==> config.mk <==
export PLATFORM = sky130hd
export DESIGN_NAME = opl_write_scheduler
export DESIGN_NICKNAME = d
export VERILOG_FILES = /design/src/rtl/opl_sched_pkg.sv /design/src/rtl/opl_rr_arb2.sv /design/src/rtl/opl_write_scheduler.sv
export SDC_FILE = /design/constraint.sdc
export NUM_CORES = 1
export LEC_CHECK = 0
export CAP_MARGIN = 20
export CORE_MARGIN = 5
export CORE_UTILIZATION = 40
export DETAILED_ROUTE_END_ITERATION = 10
export GPL_ROUTABILITY_DRIVEN = 0
export GPL_TIMING_DRIVEN = 0
export PLACE_DENSITY = 0.8
export SYNTH_ARGS = -nofsm -noshare
export SYNTH_HDL_FRONTEND = slang
export SYNTH_SLANG_ARGS = --single-unit
==> constraint.sdc <==
create_clock -name clk -period 5.1 [get_ports clk]
set_input_delay 0.51 -clock clk [delete_from_list [all_inputs] [get_ports clk]]
set_output_delay 0.51 -clock clk [all_outputs]
set_load 0.005 [all_outputs]
==> src/rtl/opl_sched_pkg.sv <==
// Purpose: shared types and constants for the OPL write scheduler.
// Latency: n/a (declarations only).
// Backpressure: n/a.
package opl_sched_pkg;

    typedef enum logic [2:0] {
        ST_IDLE,
        ST_ADDR,
        ST_WAIT_A,
        ST_DATA,
        ST_WAIT_D
    } state_t;

    localparam int         OPL_ADDR_WAIT_DEF = 12;
    localparam int         OPL_DATA_WAIT_DEF = 84;
    localparam logic [2:0] NOTE_REG_HI       = 3'b101;

    // Registers 0xA0-0xBF carry F-number / key-on, i.e. note events.
    function automatic logic is_note_reg(input logic [7:0] r);
        return r[7:5] == NOTE_REG_HI;
    endfunction

endpackage

==> src/rtl/opl_rr_arb2.sv <==
// Purpose: 2-way round-robin arbiter; a lone requester always wins, a tie goes to the port not granted last.
// Latency: grant is combinational from req; last_grant updates on the cycle after advance.
// Backpressure: none; the caller decides when a grant is consumed via advance.
module opl_rr_arb2 (
    input  logic       clk,
    input  logic       rst_n,
    input  logic [1:0] req,
    input  logic       advance,
    output logic [1:0] grant
);

    logic last_grant;

    // One-hot grant; on a tie prefer the port that did not win last time.
    always_comb begin
        grant = 2'b00;
        case (req)
            2'b01:   grant = 2'b01;
            2'b10:   grant = 2'b10;
            2'b11:   grant = last_grant ? 2'b01 : 2'b10;
            default: grant = 2'b00;
        endcase
    end

    // Remember the winner of each consumed grant; reset to 1 so port 0 wins the first tie.
    always_ff @(posedge clk or negedge rst_n) begin
        if (!rst_n) begin
            last_grant <= 1'b1;
        end else if (advance) begin
            last_grant <= grant[1];
        end
    end

endmodule

==> src/rtl/opl_write_scheduler.sv <==
// Purpose: arbitrates two {reg,val} requesters and sequences OPL address/data strobes with settling waits (OPL_SHADOW_EN adds a shadow register RAM).
// Latency: accept T, addr strobe T+1, data strobe T+2+ADDR_WAIT, next accept T+3+ADDR_WAIT+DATA_WAIT (cen=1).
// Backpressure: reqN_ready is only offered in IDLE to the granted port; requesters hold valid until accepted.
module opl_write_scheduler
    import opl_sched_pkg::*;
#(
    parameter int ADDR_WAIT = OPL_ADDR_WAIT_DEF,
    parameter int DATA_WAIT = OPL_DATA_WAIT_DEF,
    parameter int CW        = 7
) (
    input  logic       clk,
    input  logic       rst_n,
    input  logic       cen,
    input  logic       req0_valid,
    input  logic [7:0] req0_reg,
    input  logic [7:0] req0_val,
    output logic       req0_ready,
    input  logic       req1_valid,
    input  logic [7:0] req1_reg,
    input  logic [7:0] req1_val,
    output logic       req1_ready,
    output logic       opl_cs_n,
    output logic       opl_wr_n,
    output logic       opl_addr,
    output logic [7:0] opl_din,
    output logic       busy,
    output logic       note_act
`ifdef OPL_SHADOW_EN
    ,
    input  logic [7:0] shadow_raddr,
    output logic [7:0] shadow_rdata
`endif
);

    state_t        state, state_nxt;
    logic [CW-1:0] cnt, cnt_nxt;
    logic [7:0]    reg_q, val_q;
    logic [1:0]    grant;
    logic          xfer;
    logic          cs_n_nxt, wr_n_nxt, addr_nxt, busy_nxt, note_nxt;
    logic [7:0]    din_nxt;

    opl_rr_arb2 u_arb (
        .clk     (clk),
        .rst_n   (rst_n),
        .req     ({req1_valid, req0_valid}),
        .advance (xfer),
        .grant   (grant)
    );

    // Readies are offered only while idle (and not while reset is held).
    assign req0_ready = rst_n & (state == ST_IDLE) & grant[0];
    assign req1_ready = rst_n & (state == ST_IDLE) & grant[1];
    assign xfer       = (req0_valid & req0_ready) | (req1_valid & req1_ready);

    // Next state plus the next value of every registered OPL-side output.
    always_comb begin
        state_nxt = state;
        cnt_nxt   = cnt;
        cs_n_nxt  = 1'b1;
        wr_n_nxt  = 1'b1;
        addr_nxt  = opl_addr;
        din_nxt   = opl_din;
        busy_nxt  = busy;
        note_nxt  = 1'b0;
        case (state)
            ST_IDLE: begin
                if (xfer) begin
                    state_nxt = ST_ADDR;
                    busy_nxt  = 1'b1;
                    cs_n_nxt  = 1'b0;
                    wr_n_nxt  = 1'b0;
                    addr_nxt  = 1'b0;
                    din_nxt   = grant[1] ? req1_reg : req0_reg;
                end
            end
            ST_ADDR: begin
                if (cen) begin
                    if (ADDR_WAIT == 0) begin
                        state_nxt = ST_DATA;
                        cs_n_nxt  = 1'b0;
                        wr_n_nxt  = 1'b0;
                        addr_nxt  = 1'b1;
                        din_nxt   = val_q;
                    end else begin
                        state_nxt = ST_WAIT_A;
                        cnt_nxt   = CW'(ADDR_WAIT);
                    end
                end else begin
                    cs_n_nxt = 1'b0;
                    wr_n_nxt = 1'b0;
                end
            end
            ST_WAIT_A: begin
                if (cen) begin
                    if (cnt <= CW'(1)) begin
                        state_nxt = ST_DATA;
                        cnt_nxt   = '0;
                        cs_n_nxt  = 1'b0;
                        wr_n_nxt  = 1'b0;
                        addr_nxt  = 1'b1;
                        din_nxt   = val_q;
                    end else begin
                        cnt_nxt = cnt - 1'b1;
                    end
                end
            end
            ST_DATA: begin
                if (cen) begin
                    note_nxt = is_note_reg(reg_q);
                    if (DATA_WAIT == 0) begin
                        state_nxt = ST_IDLE;
                        busy_nxt  = 1'b0;
                    end else begin
                        state_nxt = ST_WAIT_D;
                        cnt_nxt   = CW'(DATA_WAIT);
                    end
                end else begin
                    cs_n_nxt = 1'b0;
                    wr_n_nxt = 1'b0;
                end
            end
            ST_WAIT_D: begin
                if (cen) begin
                    if (cnt <= CW'(1)) begin
                        state_nxt = ST_IDLE;
                        cnt_nxt   = '0;
                        busy_nxt  = 1'b0;
                    end else begin
                        cnt_nxt = cnt - 1'b1;
                    end
                end
            end
            default: begin
                state_nxt = ST_IDLE;
                busy_nxt  = 1'b0;
            end
        endcase
    end

    // State, counter, latched request and registered strobe outputs.
    always_ff @(posedge clk or negedge rst_n) begin
        if (!rst_n) begin
            state    <= ST_IDLE;
            cnt      <= '0;
            reg_q    <= 8'h00;
            val_q    <= 8'h00;
            opl_cs_n <= 1'b1;
            opl_wr_n <= 1'b1;
            opl_addr <= 1'b0;
            opl_din  <= 8'h00;
            busy     <= 1'b0;
            note_act <= 1'b0;
        end else begin
            state    <= state_nxt;
            cnt      <= cnt_nxt;
            opl_cs_n <= cs_n_nxt;
            opl_wr_n <= wr_n_nxt;
            opl_addr <= addr_nxt;
            opl_din  <= din_nxt;
            busy     <= busy_nxt;
            note_act <= note_nxt;
            if (xfer) begin
                reg_q <= grant[1] ? req1_reg : req0_reg;
                val_q <= grant[1] ? req1_val : req0_val;
            end
        end
    end

`ifdef OPL_SHADOW_EN
    logic [7:0] shadow_mem [256];
    logic       shadow_we;

    assign shadow_we = (state == ST_DATA) & cen;

    // Shadow copy of every register value actually strobed into the chip.
    always_ff @(posedge clk) begin
        if (shadow_we) begin
            shadow_mem[reg_q] <= val_q;
        end
    end

    // Registered read port; a same-edge write is not visible until the next read.
    always_ff @(posedge clk or negedge rst_n) begin
        if (!rst_n) begin
            shadow_rdata <= 8'h00;
        end else begin
            shadow_rdata <= shadow_mem[shadow_raddr];
        end
    end
`endif

endmodule

==> impl_metrics.ini <==
[run_status]
status = finished, final reports clean

[worst_setup_path]
r2r_end = opl_din[1]
required_ns = 4.59
critPathMaxStageDelay_ns = 0.51
end_kind = primary output
crit_path_frequent_cell = clkdlybuf4s50_1
crit_slowest_cell = clkdlybuf4s50_1
r2r_slack_ns = 2.62
cp_data_arrival_time_ns = 2.82
r2r_start = cnt[4]
cp_max_fo = 10
critPathKind = input pin to primary output
path_buf_inv = 4
worst-path-stages = 6
start_kind = input pin
critical_path.top_delay_family = buffers and inverters
crit_end = req1_ready
r2r_cells = 5
critPathLaunch = req1_valid
crit_path_cell_trace = clkdlybuf4s50_1 -> a21boi_0 -> buf_1 -> buf_2 -> and2_1 -> clkdlybuf4s50_1

[cts]
numCtsBuffers = 5
clk_latency_ns = 0.29
cts_hold_buf = 0
cts_root_buf = clkbuf_8
postCtsResizedCells = 0
cts_buffer_depth = 2
post_cts_buffers = 0
cts_tree = done
cts.reportedPaths.clkPinSlew_ns = 0.07
htreeDepth = 2
cts.sinks = 34

[sta]
final_hold_viol_count = 0
skew_ns = 0.0108
fin_setup_tns_ns = 0
slew_headroom = 0.429
min_period_over_period = 0.653
fmax_ghz = 0.300
final_max_slew_viol_count = 0
grt_setup_unrepaired = no
worst_hold_slack_ns = 0.300
setup_viol = 0
finalCriticalPeriod_ns = 3.33
tightest_slew_ns = 0.846

[yosys]
yosysTopAreaCellShare = 0.425
synth.avg_cell_area_um2 = 9.92
synth.cell_area_um2 = 1890
synth_edf_count = 0
async_flop_share = 1.00
synth-seq-cells = 34
synth_seq_area_share = 0.453
synth.distinct_cells = 50
synthCells = 190
synth_top_family_by_area = compound AO/OA/AOI/OAI gates
synthTopCellsByArea = dfrtp_1 (42%), mux2i_1 (8.5%), mux2_2 (5.4%)
synthSimpleGateAreaFrac = 0.139
yosysMostFrequentCell = dfrtp_1
yosys_most_used_dff = dfrtp_1
synth_xor_area_frac = 0.0139
synthTopCellsByCount = dfrtp_1 (32), o21ai_0 (19), mux2i_1 (16), nand2_1 (16), nor2_1 (12)
synthAdderAreaFrac = 0.0133
syn_nets = 229
synth_mux_area_frac = 0.139
synth_largest_area_cell = dfrtp_1
synth_compound_gate_area_share = 0.201
yosysWarnings = 0

[floorplanning]
die_w_um = 78.7
start_util = 0.405
rows = 25
num_io_pins = 52
die_height_um = 78.7
core_area_um2 = 4660
dieArea_um2 = 6190

[power_and_ir_drop]
p_seq_frac = 0.331
power_frac_comb = 0.458
peakVddDrop_mv = 0.319
total_leakage_power_nw = 1.12
power_density_nw_per_um2 = 561
p_int_mw = 0.955
clockPowerShare = 0.211
switching_share = 0.345
switching_power_mw = 0.504
total_power_mw = 1.46

[job]
maxCapViolations = 0

[place]
io_buffers = 51
dp_cells = 295
dp.final_hpwl_um = 3310

[global_routing]
grt_pass1_wl_um = 7900
grt.total_usage = 0.162
grt_pass1_vias = 1629
grt_start_max_net_pins = 37
antenna_found_initial = 0
overflow = 0

[layout]
final_layout_size_suffix_gt1_frac = 0.145
num-nets-final = 287
utilization = 0.558
stdcell_count = 303
antennaDiodeCount = 0
fill_cells = 420
area_growth_pct = 38.0

[min_path]
hp-class = input pin to asynchronous set/reset pin

[drt]
vias_per_cell = 5.30
vias = 1607
wire_per_inst_um = 14.8
drt_pre_antenna_iters = 4
drt_iter0_markers = 100
routed_wl_um = 4480
drtAntennaViolNets = 0
drc = 0
logic make-up (layout without fill, tap and decap cells):
group                      count (synthesis)  after routing
DFF                                       34             34
AOI/OAI and AO/OA                         56             56
xor gates and xnor gates                   3              3
adders and majority gates                  2              2
buffers and inverters                     19             78
and+or+nand+nor                           51             51
muxes                                     25             25
how the worst min path moves through the flow:
stage | startpoint | to | slack [ns]
after floorplan | rst_n | busy | 0.21
after global placement | reg_q[6] | note_act | 0.42
after detailed placement | reg_q[6] | note_act | 0.43
after CTS | rst_n | note_act | 0.32
after global routing | rst_n | cnt[0] | 0.38
final | rst_n | cnt[4] | 0.30
placed cells by master, fill, tap and decap left out, drive strengths merged, types with 4 or more instances in the layout:
cell type and instances:
clkbuf 12, clkdlybuf4s50 50, o21a 4, or3 5, o21ai 21, a21oi 10, inv 6, mux2 9
mux2i 16, nor2 12, dfrtp 32, nand2 16, buf 8
registers in the layout, summed over array words and instances, names as in the netlist, 3 cells and up:
signal   count
cnt          7
val_q        8
state        3
opl_din      8
reg_q        3
area by class of cell:
type	count	area (um^2)	area share
Buffer	13	56.3	0.0216
Clock buffer	6	82.6	0.0317
Clock inverter	2	60.1	0.0231
Inverter	6	22.5	0.00866
Multi-Input combinational cell	137	953	0.367
Sequential cell	34	853	0.328
Tap cell	54	67.6	0.0260
Timing Repair Buffer	51	505	0.194
stage by stage:
step	instance area, um^2	setup slack [ns]
floorplan	1890	2.89
global placement	2460	1.29
detailed placement	2460	1.74
CTS	2600	1.73
global route	2600	1.60
finish	2600	1.77
power by group through the flow:
stage | registers, mW | logic (mW) | clock network, mW
final | 0.483 | 0.668 | 0.308
after global routing | 0.502 | 0.753 | 0.326
after CTS | 0.483 | 0.675 | 0.312
after detailed placement | 0.486 | 0.671 | 0
after global placement | 0.481 | 0.652 | 0
after floorplan | 0.474 | 0.434 | 0
layer usage:
layer | share of wire | global-route usage | wire, um
met5 | 0 | 0 | 0
met4 | 0.017 | 0.0699 | 76
met3 | 0.048 | 0.0344 | 214
met2 | 0.48 | 0.253 | 2170
met1 | 0.45 | 0.215 | 2030
Note: power is estimated with default switching activity, not from simulation.
